## config.mk

```make
export PLATFORM = sky130hd
export DESIGN_NAME = mmu_dport_arb
export DESIGN_NICKNAME = d
export VERILOG_FILES = /design/src/rtl/mmu_dport_arb.sv
export SDC_FILE = /design/constraint.sdc
export NUM_CORES = 1
export LEC_CHECK = 0
export CAP_MARGIN = 20
export CORE_UTILIZATION = 35
export CTS_CLUSTER_DIAMETER = 200
export DETAILED_ROUTE_END_ITERATION = 8
export PLACE_DENSITY = 0.76
export SYNTH_ARGS = -nofsm -noshare
export SYNTH_HDL_FRONTEND = slang
export SYNTH_SLANG_ARGS = --single-unit
```

## constraint.sdc

```tcl
create_clock -name clk_i -period 1.6 [get_ports clk_i]
set_input_delay 0.32 -clock clk_i [delete_from_list [all_inputs] [get_ports clk_i]]
set_output_delay 0.32 -clock clk_i [all_outputs]
set_load 0.05 [all_outputs]
```

## src/rtl/mmu_dport_arb.sv

```systemverilog
// Shares the single D-side memory port between the page-table walker (P) and the LSU (L).
// Latency: grant is combinational in IDLE, mem_rd/wr rise the next cycle, response pulses one cycle after mem_rdy_i.
// Backpressure: one transaction in flight; mem_* held stable until mem_rdy_i, no grants outside IDLE.
// Optional macro MMU_ARB_TIMEOUT_EN adds a BUSY watchdog that aborts with resp_err_o = 2'b11.
module mmu_dport_arb #(
  parameter int unsigned STARVE_LIMIT   = 4,
  parameter int unsigned TIMEOUT_CYCLES = 256
) (
  input  logic        clk_i,
  input  logic        rst_i,
  input  logic        p_req_i,
  input  logic [31:0] p_addr_i,
  output logic        p_gnt_o,
  output logic        p_resp_valid_o,
  input  logic        l_req_i,
  input  logic        l_wr_i,
  input  logic [31:0] l_addr_i,
  input  logic [31:0] l_data_i,
  input  logic [3:0]  l_mask_i,
  output logic        l_gnt_o,
  output logic        l_resp_valid_o,
  output logic [31:0] resp_data_o,
  output logic [1:0]  resp_err_o,
  output logic        mem_rd_o,
  output logic        mem_wr_o,
  output logic [31:0] mem_addr_o,
  output logic [31:0] mem_data_o,
  output logic [3:0]  mem_mask_o,
  input  logic        mem_rdy_i,
  input  logic [31:0] mem_data_i,
  input  logic [1:0]  mem_err_i
);

  localparam logic [1:0] S_IDLE = 2'd0;
  localparam logic [1:0] S_BUSY = 2'd1;
  localparam logic [1:0] S_RESP = 2'd2;

  localparam logic [3:0] STARVE_MAX = 4'(STARVE_LIMIT);

  // Out-of-range parameters are rejected at elaboration time.
  if (STARVE_LIMIT < 1 || STARVE_LIMIT > 15 || TIMEOUT_CYCLES < 2 || TIMEOUT_CYCLES > 65535) begin : g_param_check
    $error("mmu_dport_arb: parameter out of range");
  end

  logic [1:0]  state_q;
  logic [3:0]  starve_cnt_q;
  logic        own_l_q;
  logic        wr_q;
  logic [31:0] addr_q;
  logic [31:0] data_q;
  logic [3:0]  mask_q;

  logic idle;
  logic busy;
  logic force_l;
  logic any_gnt;
  logic to_hit;

  assign idle    = (state_q == S_IDLE);
  assign busy    = (state_q == S_BUSY);
  assign force_l = (starve_cnt_q == STARVE_MAX) && l_req_i;

  // Combinational grants; qualified by rst_i so nothing is granted while reset is held.
  assign p_gnt_o = rst_i && idle && p_req_i && !force_l;
  assign l_gnt_o = rst_i && idle && l_req_i && (!p_req_i || force_l);
  assign any_gnt = p_gnt_o || l_gnt_o;

  // Downstream strobes decode straight from state so an async reset drops them at once.
  assign mem_rd_o       = busy && !wr_q;
  assign mem_wr_o       = busy && wr_q;
  assign mem_addr_o     = addr_q;
  assign mem_data_o     = data_q;
  assign mem_mask_o     = mask_q;
  assign p_resp_valid_o = (state_q == S_RESP) && !own_l_q;
  assign l_resp_valid_o = (state_q == S_RESP) && own_l_q;

`ifdef MMU_ARB_TIMEOUT_EN
  logic [15:0] to_cnt_q;

  assign to_hit = busy && !mem_rdy_i && (to_cnt_q == 16'(TIMEOUT_CYCLES - 1));

  // Watchdog: restarts on every grant, counts BUSY cycles that saw no completion.
  always_ff @(posedge clk_i or negedge rst_i) begin
    if (!rst_i)                 to_cnt_q <= 16'd0;
    else if (any_gnt)           to_cnt_q <= 16'd0;
    else if (busy && !mem_rdy_i) to_cnt_q <= to_cnt_q + 16'd1;
  end
`else
  assign to_hit = 1'b0;
`endif

  // Starvation guard: counts P wins while L waits, cleared when L wins or stops asking.
  always_ff @(posedge clk_i or negedge rst_i) begin
    if (!rst_i) begin
      starve_cnt_q <= 4'd0;
    end else if (idle) begin
      if (l_gnt_o || !l_req_i)
        starve_cnt_q <= 4'd0;
      else if (p_gnt_o && starve_cnt_q != STARVE_MAX)
        starve_cnt_q <= starve_cnt_q + 4'd1;
    end
  end

  // Main FSM: latch the granted request, wait for completion, emit one response cycle.
  always_ff @(posedge clk_i or negedge rst_i) begin
    if (!rst_i) begin
      state_q     <= S_IDLE;
      own_l_q     <= 1'b0;
      wr_q        <= 1'b0;
      addr_q      <= 32'd0;
      data_q      <= 32'd0;
      mask_q      <= 4'd0;
      resp_data_o <= 32'd0;
      resp_err_o  <= 2'd0;
    end else begin
      case (state_q)
        S_IDLE: begin
          if (any_gnt) begin
            state_q <= S_BUSY;
            own_l_q <= l_gnt_o;
            if (l_gnt_o) begin
              addr_q <= l_addr_i;
              wr_q   <= l_wr_i;
              data_q <= l_data_i;
              mask_q <= l_wr_i ? l_mask_i : 4'hF;
            end else begin
              addr_q <= p_addr_i;
              wr_q   <= 1'b0;
              data_q <= 32'd0;
              mask_q <= 4'hF;
            end
          end
        end
        S_BUSY: begin
          // A completion in the same cycle as the watchdog expiry takes precedence.
          if (mem_rdy_i) begin
            resp_data_o <= mem_data_i;
            resp_err_o  <= mem_err_i;
            state_q     <= S_RESP;
          end else if (to_hit) begin
            resp_data_o <= 32'd0;
            resp_err_o  <= 2'b11;
            state_q     <= S_RESP;
          end
        end
        S_RESP:  state_q <= S_IDLE;
        default: state_q <= S_IDLE;
      endcase
    end
  end

endmodule

```

==> impl_metrics.tcl, run 1 <==
set metrics [dict create \
    dr.pass1.iters 4 \
    finalHoldViolCount 0 \
    tritoncts_num_sinks 110 \
    core_area_um2 12200 \
    finalNonFillerCells 824 \
    setup.worst_path.start_class "flop" \
    critPathRequiredTime_ps 1840 \
    worst_slew_pin_slew_ps 761 \
    maxClockFrequency_ghz 0.541 \
    drive_above_1_share_pct 34.9 \
    setup.worst_path.start "starve_cnt_q[1]" \
    hold_class "input port to asynchronous set/reset pin" \
    total_design_power_uw 13800 \
    ys_seq_elements 110 \
    clk-insertion-delay-late_ps 350 \
    dp_worst_setup_slack_ps -353 \
    slew_viol_final 0 \
    routed_wl_mm 14.4 \
    placement_rows 40 \
    p_seq_share_pct 31.5 \
    globalRouteOverflowTotal 0 \
    placement.io_buffers 247 \
    floorplan.io_pins 248 \
    dp_hpwl_mm 9.98 \
    violations "negative setup slack" \
    power.density_nw_per_um2 1760 \
    place.detailed.instances 792 \
    layout_min_cycle_time_ps 1850 \
    synth.cell_area_um2 4440 \
    die_area_um2 13100 \
    setup_viol 76 \
    grt_setup_unrepaired "true" \
    maxCapViolations 0 \
    ctsLongestPathBuffers 2 \
    routed-via-count 4099 \
    layout.area.seq_um2 2750 \
    power_frac_clock_pct 16.1 \
    clockRootBuffer "clkbuf_16" \
    p_int_uw 7560 \
    synth_cell_type_count 31 \
    power.static_leakage_uw 0.00359 \
    outcome "finished, violations left" \
    die_height_um 115 \
    ys_seq_area_share_pct 62.0 \
    clkSlewWorstSetupHoldPaths_ps 70 \
    crit_path_end "mem_data_o[22]" \
    p_comb_share_pct 52.5 \
    type_of_element_capturing_the_critical_path "flop" \
    setup_tns_ps -13590 \
    multi_input_comb_area_um2 1670 \
    critPathMaxFanout 11 \
    setup_slack_ps -249 \
    area_growth_syn_to_layout_pct 76.2 \
    htreeDepth 3 \
    antenna_cells 0 \
    initial_core_util_pct 36.4 \
    fin_worst_skew_ps 8.49 \
    fillerInstances 947 \
    switching_power_uw 6220 \
    p_sw_share_pct 45.1 \
    drt-initial-drc-count 188 \
    timing.final.crit_share_pct 116 \
    cts-buffers-inserted 9 \
    max-vdd-ir-drop_mv 1.50 \
    criticalPathCategory "flop to flop" \
    cts_tree "yes" \
    slew_headroom_pct 49.3 \
    place_congestion 0.773 \
    initial_antenna_violation_count 0 \
    detail_route.vias_per_cell 4.97 \
    grt_use_total_pct 21.8 \
    synth.avg_cell_area_um2 11.8 \
    final_antenna_net_count 0 \
    drt_drc_violations_left 0 \
    first_global_vias 4372 \
    worst-r2r-setup-slack_ps -250 \
    design.final.nets 794 \
    r2r-start "starve_cnt_q[1]" \
    synth-warning-count 0 \
    postSynthNetCount 518 \
    grt_max_degree 60 \
    r2r_cells 10 \
    die_width_um 115 \
    postSynthCellCount 376 \
    regToRegEndpoint "mem_data_o[22]" \
    cp_data_arrival_time_ps 2090 \
    grt_first_pass_wirelength_mm 21.6 \
    avgRoutedWirePerCell_um 17.5 \
]
-- registers in the layout, indices dropped and copies added, names as in the netlist --
register / cells
wr_q: 1
mem_addr_o: 32
resp_data_o: 32
mem_data_o: 32
resp_err_o: 2
starve_cnt_q: 4
own_l_q: 1
state_q: 2
mem_mask_o: 4
-- logic make-up (layout without fill, tap and decap cells) --
kind of cell | Yosys count | after routing | synth area share (%)
AOI/OAI and AO/OA | 110 | 110 | 15.8
DFF | 110 | 110 | 62.0
and+or+nand+nor | 89 | 89 | 8.79
muxes | 35 | 35 | 8.87
buffers and inverters | 30 | 310 | 4.00
adders and majority gates | 2 | 2 | 0.563
-- layout make-up --
cell class              count  area share (%)
clock buffers              11            3.10
multi-input cells         236            21.3
inverters                   5           0.272
repair buffers            290            36.9
clock inverters             4           0.608
well taps                 168            2.69
flip-flops and latches    110            35.2
-- cell usage after synthesis (all sizes together) --
master / number / area share (%)
clkbuf: 5 / 0.42
o22a: 4 / 0.79
o31ai: 1 / 0.17
and2: 2 / 0.28
and3b: 1 / 0.20
nor4b: 1 / 0.20
nor3b: 2 / 0.34
nand4bb: 1 / 0.25
o21ai: 4 / 0.45
nor2b: 2 / 0.28
dfrtp: 110 / 62
ha: 2 / 0.56
nand2b: 3 / 0.42
inv: 5 / 0.48
a22o: 33 / 6.5
nor2: 36 / 3.0
buf: 20 / 3.1
nand3: 1 / 0.11
mux2: 35 / 8.9
nand4b: 1 / 0.20
nand2: 37 / 3.2
a32o: 1 / 0.23
a21o: 1 / 0.17
o21a: 1 / 0.17
and3: 2 / 0.28
a21oi: 65 / 7.3
-- power by group through the flow --
stage | clock network, µW | logic [µW] | registers, µW
finish | 2210 | 7230 | 4330
global route | 2400 | 7550 | 4440
CTS | 2280 | 7190 | 4320
detailed placement | 0 | 7030 | 4350
global placement | 0 | 6930 | 4290
floorplan | 0 | 1270 | 7460
-- worst min-delay path by stage --
| stage | end | slack [ps] | depth (start not counted) | start |
|---|---|---|---|---|
| finish | state_q[1] | 220 | 3 | rst_i |
| global route | state_q[1] | 280 | 3 | rst_i |
| CTS | state_q[1] | 240 | 3 | rst_i |
| detailed placement | state_q[0] | 130 | 1 | rst_i |
| global placement | state_q[0] | 130 | 1 | rst_i |
| floorplan | mem_addr_o[0] | 20 | 0 | rst_i |
-- cells in the final DEF (no fill, tap or decap), drive strengths merged, types with 2 or more instances in the layout --
cell / n
a21oi: 65
a22o: 33
and2: 2
and3: 2
buf: 148
bufbuf: 2
clkbuf: 12
clkdlybuf4s50: 138
clkinv: 2
dfrtp: 110
ha: 2
inv: 5
mux2: 35
nand2: 37
nand2b: 3
nor2: 36
nor2b: 2
nor3b: 2
o21ai: 4
o22a: 4
-- layer usage --
metal  track usage [%]  vias to the layer above  part of all wire [%]
met5                 0                        -                     0
li1                  -                     1869                     -
met1              23.5                     1955                    37
met3              7.31                       27                    11
met4              11.3                        0                   2.5
met2              38.0                      248                    50
-- critical path, cell delays in order, from the launching register on --
cell,delay [ps]
dfrtp_1,370
inv_2,60
ha_4,150
nand4b_1,120
a21o_1,190
inv_4,60
buf_4,140
buf_12,140
buf_4,140
clkbuf_16,150
a22o_1,230
-- per-stage QoR --
stage / utilization [%] / instance area (µm²) / hold slack (ps)
after global routing: 64.1 / 7830 / 281
final: 64.1 / 7830 / 223
after floorplan: - / 4460 / 24.4
after CTS: 63.0 / 7690 / 243
after global placement: 58.4 / 7130 / 130
after detailed placement: 58.4 / 7130 / 130
-- timing repair --
action | 4_1_cts | 5_1_grt
pin swaps | 29 | 22
hold buffers | 1 | 0
endpoints found under the setup margin | 42 | 76
buffers inserted | 4 | 7
hold endpoints to repair | 2 | 0
gates resized for setup | 28 | 14
cloned | 4 | 1
Note: power is estimated with default switching activity, not from simulation.
==> inputs of run 2 (changes only) <==
Settings changed: SKIP_LAST_GASP set to 1.
==> run 2 against run 1 <==
  * Critical endpoint is now mem_data_o[7]
  * Sequential share of layout area up 0.056 points
  * Register-to-register slack about the same
  * Critical path depth unchanged
  * Clock skew about the same
  * The run still ends with negative setup slack left
  * Cell count down 0.49%
  * Largest power group unchanged
==> impl_metrics.tcl, run 2 (synthesized netlist as in run 1, its figures left out) <==
set metrics [dict create \
    type_of_element_capturing_the_critical_path "flop" \
    cts-buffers-inserted 9 \
    timing.final.crit_share_pct 115 \
    setup_viol 76 \
    grt_use_total_pct 21.7 \
    slew_headroom_pct 49.9 \
    grt_setup_unrepaired "true" \
    htreeDepth 3 \
    fillerInstances 943 \
    regToRegEndpoint "mem_data_o[7]" \
    violations "negative setup slack" \
    initial_antenna_violation_count 0 \
    crit_path_end "mem_data_o[7]" \
    r2r-start "starve_cnt_q[1]" \
    routed_wl_mm 14.2 \
    finalNonFillerCells 820 \
    routed-via-count 4058 \
    cp_data_arrival_time_ps 2070 \
    detail_route.vias_per_cell 4.95 \
    slew_viol_final 0 \
    tritoncts_num_sinks 110 \
    final_area_um2 7810 \
    first_global_vias 4368 \
    design.final.nets 790 \
    area_growth_syn_to_layout_pct 75.9 \
    die_area_um2 13100 \
    maxCapViolations 0 \
    clkSlewWorstSetupHoldPaths_ps 70 \
    setup.worst_path.start "starve_cnt_q[1]" \
    drive_above_1_share_pct 34.7 \
    critPathRequiredTime_ps 1840 \
    drt-initial-drc-count 170 \
    placement_rows 40 \
    floorplan.io_pins 248 \
    placement.io_buffers 247 \
    cts_tree "yes" \
    ctsLongestPathBuffers 2 \
    multi_input_comb_area_um2 1690 \
    critPathMaxFanout 5 \
    maxClockFrequency_ghz 0.544 \
    globalRouteOverflowTotal 0 \
    clk-insertion-delay-late_ps 350 \
    grt_max_degree 60 \
    die_height_um 115 \
    place.detailed.instances 792 \
    r2r_cells 10 \
    core_area_um2 12200 \
    place_area_um2 7130 \
    worst-r2r-setup-slack_ps -240 \
    place_congestion 0.773 \
    layout_common_cells "clkdlybuf4s50_1, buf_4, dfrtp_1, a21oi_1, nand2_1" \
    worst_slew_pin_slew_ps 752 \
    max-vdd-ir-drop_mv 1.50 \
    dr.pass1.iters 4 \
    layout_min_cycle_time_ps 1840 \
    layout.area.seq_um2 2750 \
    grt_first_pass_wirelength_mm 21.6 \
    setup_tns_ps -13150 \
    power.static_leakage_uw 0.00357 \
    drt_drc_violations_left 0 \
    layout.cells.most_common "clkdlybuf4s50_1" \
    antenna_cells 0 \
    outcome "finished, violations left" \
    final_antenna_net_count 0 \
    hold_class "input port to asynchronous set/reset pin" \
    die_width_um 115 \
    dp_hpwl_mm 9.98 \
    avgRoutedWirePerCell_um 17.4 \
    total_design_power_uw 13800 \
    criticalPathCategory "flop to flop" \
    clockRootBuffer "clkbuf_16" \
    setup.worst_path.start_class "flop" \
    initial_core_util_pct 36.4 \
    finalHoldViolCount 0 \
    worst_hold_slack_ps 219 \
    fin_worst_skew_ps 8.23 \
    setup_slack_ps -238 \
    power.density_nw_per_um2 1760 \
]
## run 2: worst min path at each step
stage                     depth (start not counted)  slack [ps]             to
after floorplan                                   0          20  mem_addr_o[0]
after global placement                            1         130     state_q[0]
after detailed placement                          1         130     state_q[0]
after CTS                                         3         240     state_q[1]
after global routing                              3         280     state_q[1]
final                                             3         220     state_q[1]
## run 2: critical path: stages (launching register included)
cell and delay, ps:
dfrtp_1 370, inv_2 60, ha_4 150, nand4b_1 120
a21o_1 190, inv_4 50, buf_4 150, clkbuf_16 160
buf_4 130, buf_4 120, a22o_1 220
## run 2: metrics by stage
| step | worst slack [ps] | utilization (%) |
|---|---|---|
| 2_1_floorplan | -56.1 | - |
| 3_3_place_gp | -238 | 58.4 |
| 3_5_place_dp | -353 | 58.4 |
| 4_1_cts | -269 | 62.9 |
| 5_1_grt | -329 | 64.0 |
| 6_report | -238 | 64.0 |
## run 2: repair_timing
action / CTS / global route
endpoints found under the hold margin: 2 / 0
gates cloned: 4 / 1
pin swaps: 17 / 34
endpoints found under the setup margin: 42 / 76
hold buffers: 1 / 0
gates resized for setup: 26 / 16
buffers inserted: 4 / 3
## run 2: per-layer routing
| metal | vias to the layer above | global-route usage (%) | routed length, µm |
|---|---|---|---|
| met5 | - | 0 | 0 |
| li1 | 1862 | - | - |
| met3 | 25 | 7.25 | 1400 |
| met4 | 0 | 11.3 | 344 |
| met2 | 214 | 37.9 | 7070 |
| met1 | 1957 | 23.4 | 5420 |
## run 2: cell type report
type | instances | area share [%]
inverters | 5 | 0.272
clock inverters | 4 | 0.609
flip-flops and latches | 110 | 35.2
well taps | 168 | 2.69
clock buffers | 11 | 3.11
repair buffers | 286 | 36.5
multi-input cells | 236 | 21.6
## run 2: power breakdown
part / internal [µW] / switching, µW / leakage [µW]
Sequential: 3730 / 597 / 0.00132
Clock: 1240 / 966 / 0.000141
Combinational: 2580 / 4640 / 0.00211
Total: 7550 / 6200 / 0.00357
==> inputs of run 3 (changes only) <==
Settings changed: REMOVE_ABC_BUFFERS set to 1, SKIP_CTS_REPAIR_TIMING set to 1.
==> run 3 against run 2 <==
  * The flow still finishes with violations (negative setup slack)
  * Cell count rose by 0.61%
  * Power rose by 0.43%
  * Sequential share of layout area fell by 0.47 points
  * Sequential cell count did not move
  * Clock-buffer cell count fell by 1
  * Critical path depth fell by 4
  * First-iteration DRC count rose by 8.8%
  * Design area rose by 1.4%
  * Fmax fell by 0.21%
  * Setup slack got worse by 3.9 ps
==> impl_metrics.tcl, run 3 (synthesized netlist as in run 1, its figures left out) <==
set metrics [dict create \
    die_height_um 115 \
    cts_tree "yes" \
    max_stage_delay_ps 400 \
    initial_antenna_violation_count 0 \
    p_sw_share_pct 45.3 \
    regToRegEndpoint "mem_data_o[2]" \
    grt_max_degree 64 \
    slew_headroom_pct 44.4 \
    avgRoutedWirePerCell_um 17.3 \
    htreeDepth 3 \
    routed-via-count 4030 \
    clkSlewWorstSetupHoldPaths_ps 70 \
    critPathMaxFanout 6 \
    antenna_cells 0 \
    design.final.nets 794 \
    cp_data_arrival_time_ps 1520 \
    initial_core_util_pct 36.4 \
    slowest_stage "dfrtp_1" \
    worst_slew_pin_slew_ps 833 \
    total_design_power_uw 13800 \
    setup.worst_path.start "starve_cnt_q[0]" \
    routed_wl_mm 14.2 \
    clockRootBuffer "clkbuf_16" \
    globalRouteOverflowTotal 0 \
    violations "negative setup slack" \
    outcome "finished, violations left" \
    layout.cells.most_common "clkdlybuf4s50_1" \
    detail_route.vias_per_cell 4.88 \
    r2r_cells 9 \
    crit_path_end "l_gnt_o" \
    hold_class "input port to asynchronous set/reset pin" \
    maxClockFrequency_ghz 0.543 \
    max-vdd-ir-drop_mv 1.16 \
    core_area_um2 12200 \
    critPathRequiredTime_ps 1280 \
    p_seq_share_pct 31.2 \
    fin_worst_skew_ps 5.73 \
    grt_first_pass_wirelength_mm 20.4 \
    power.static_leakage_uw 0.00358 \
    finalHoldViolCount 0 \
    floorplan.io_pins 248 \
    clk-insertion-delay-late_ps 340 \
    grt_setup_unrepaired "true" \
    setup_viol 62 \
    grt_use_total_pct 20.4 \
    first_global_vias 4038 \
    ctsLongestPathBuffers 2 \
    timing.final.crit_share_pct 115 \
    power_frac_clock_pct 16.1 \
    setup_slack_ps -242 \
    slew_viol_final 0 \
    maxCapViolations 0 \
    area_growth_syn_to_layout_pct 78.4 \
    criticalPathCategory "flop to primary output" \
    switching_power_uw 6260 \
    p_comb_share_pct 52.7 \
    setup.worst_path.start_class "flop" \
    placement.io_buffers 247 \
    layout_common_cells "clkdlybuf4s50_1, buf_4, dfrtp_1" \
    place_congestion 0.782 \
    final_antenna_net_count 0 \
    p_int_uw 7560 \
    worst_hold_slack_ps 123 \
    critical_path.cell_chain "inv_2 > ha_4 > nand4b_1 > a21o_1 > clkinv_4 > buf_12" \
    cts-buffers-inserted 9 \
    dp_hpwl_mm 9.95 \
    layout_min_cycle_time_ps 1840 \
    drive_above_1_share_pct 39.1 \
    drt_drc_violations_left 0 \
    layout_utilization_pct 64.9 \
    die_area_um2 13100 \
    setup_tns_ps -5060 \
    die_width_um 115 \
    tritoncts_num_sinks 110 \
    power.density_nw_per_um2 1740 \
    drt-initial-drc-count 185 \
    type_of_element_capturing_the_critical_path "primary output" \
    placement_rows 40 \
    r2r-start "starve_cnt_q[0]" \
    worst-r2r-setup-slack_ps -160 \
    dr.pass1.iters 4 \
]
[run 3: cell count changes in the layout (fill, tap and decap cells not counted), moves of 2 or more]
| cell | before | now |
|---|---|---|
| a21oi_1 | 50 | 27 |
| buf_4 | 121 | 124 |
| buf_6 | 2 | 8 |
| a21oi_4 | 3 | 10 |
| buf_12 | 19 | 17 |
| clkinv_4 | 0 | 2 |
| a21oi_2 | 12 | 28 |
| bufbuf_16 | 3 | 0 |
| clkbuf_16 | 10 | 12 |
[run 3: per-stage QoR]
step | setup WS (ps) | instance area, µm² | instances
6_report | -242 | 7920 | 825
2_1_floorplan | -1420 | 4290 | 351
3_5_place_dp | -354 | 7130 | 796
4_1_cts | -446 | 7430 | 812
3_3_place_gp | -319 | 7130 | 796
5_1_grt | -362 | 7920 | 825
[run 3: worst min-delay path by stage]
stage / startpoint / endpoint / cells after the start
after floorplan: rst_i / mem_addr_o[0] / 0
after global placement: wr_q / wr_q / 2
after detailed placement: mem_data_o[23] / mem_data_o[23] / 1
after CTS: rst_i / starve_cnt_q[3] / 2
after global routing: rst_i / mem_addr_o[27] / 2
final: rst_i / starve_cnt_q[0] / 2
[run 3: worst max-delay path: cells and delay by family (launching register included)]
family,cells,cell delay (ps)
flops,1,400
buf+inv,3,330
compound gates,1,220
fa+ha+maj,1,110
simple gates,1,110
[run 3: layer usage]
layer / GRT usage, % / part of all wire (%) / vias up
li1: - / - / 1862
met1: 23.6 / 39 / 2003
met2: 36.4 / 53 / 132
met3: 4.66 / 5.2 / 33
met4: 8.40 / 2.7 / 0
met5: 0 / 0 / -
[run 3: final cells by class]
class | instances | area (µm²)
flip-flops and latches | 110 | 2750
inverters | 5 | 23.8
well taps | 168 | 210
repair buffers | 290 | 2820
clock inverters | 6 | 61.3
fillers | 953 | 4290
clock buffers | 10 | 239
multi-input cells | 236 | 1820
[run 3: power by group through the flow]
stage	registers, µW	logic [µW]	clock network (µW)
2_1_floorplan	7460	1220	0
6_report	4310	7280	2230
5_1_grt	4410	7570	2430
3_3_place_gp	4290	6920	0
4_1_cts	4290	7020	2290
3_5_place_dp	4320	7020	0
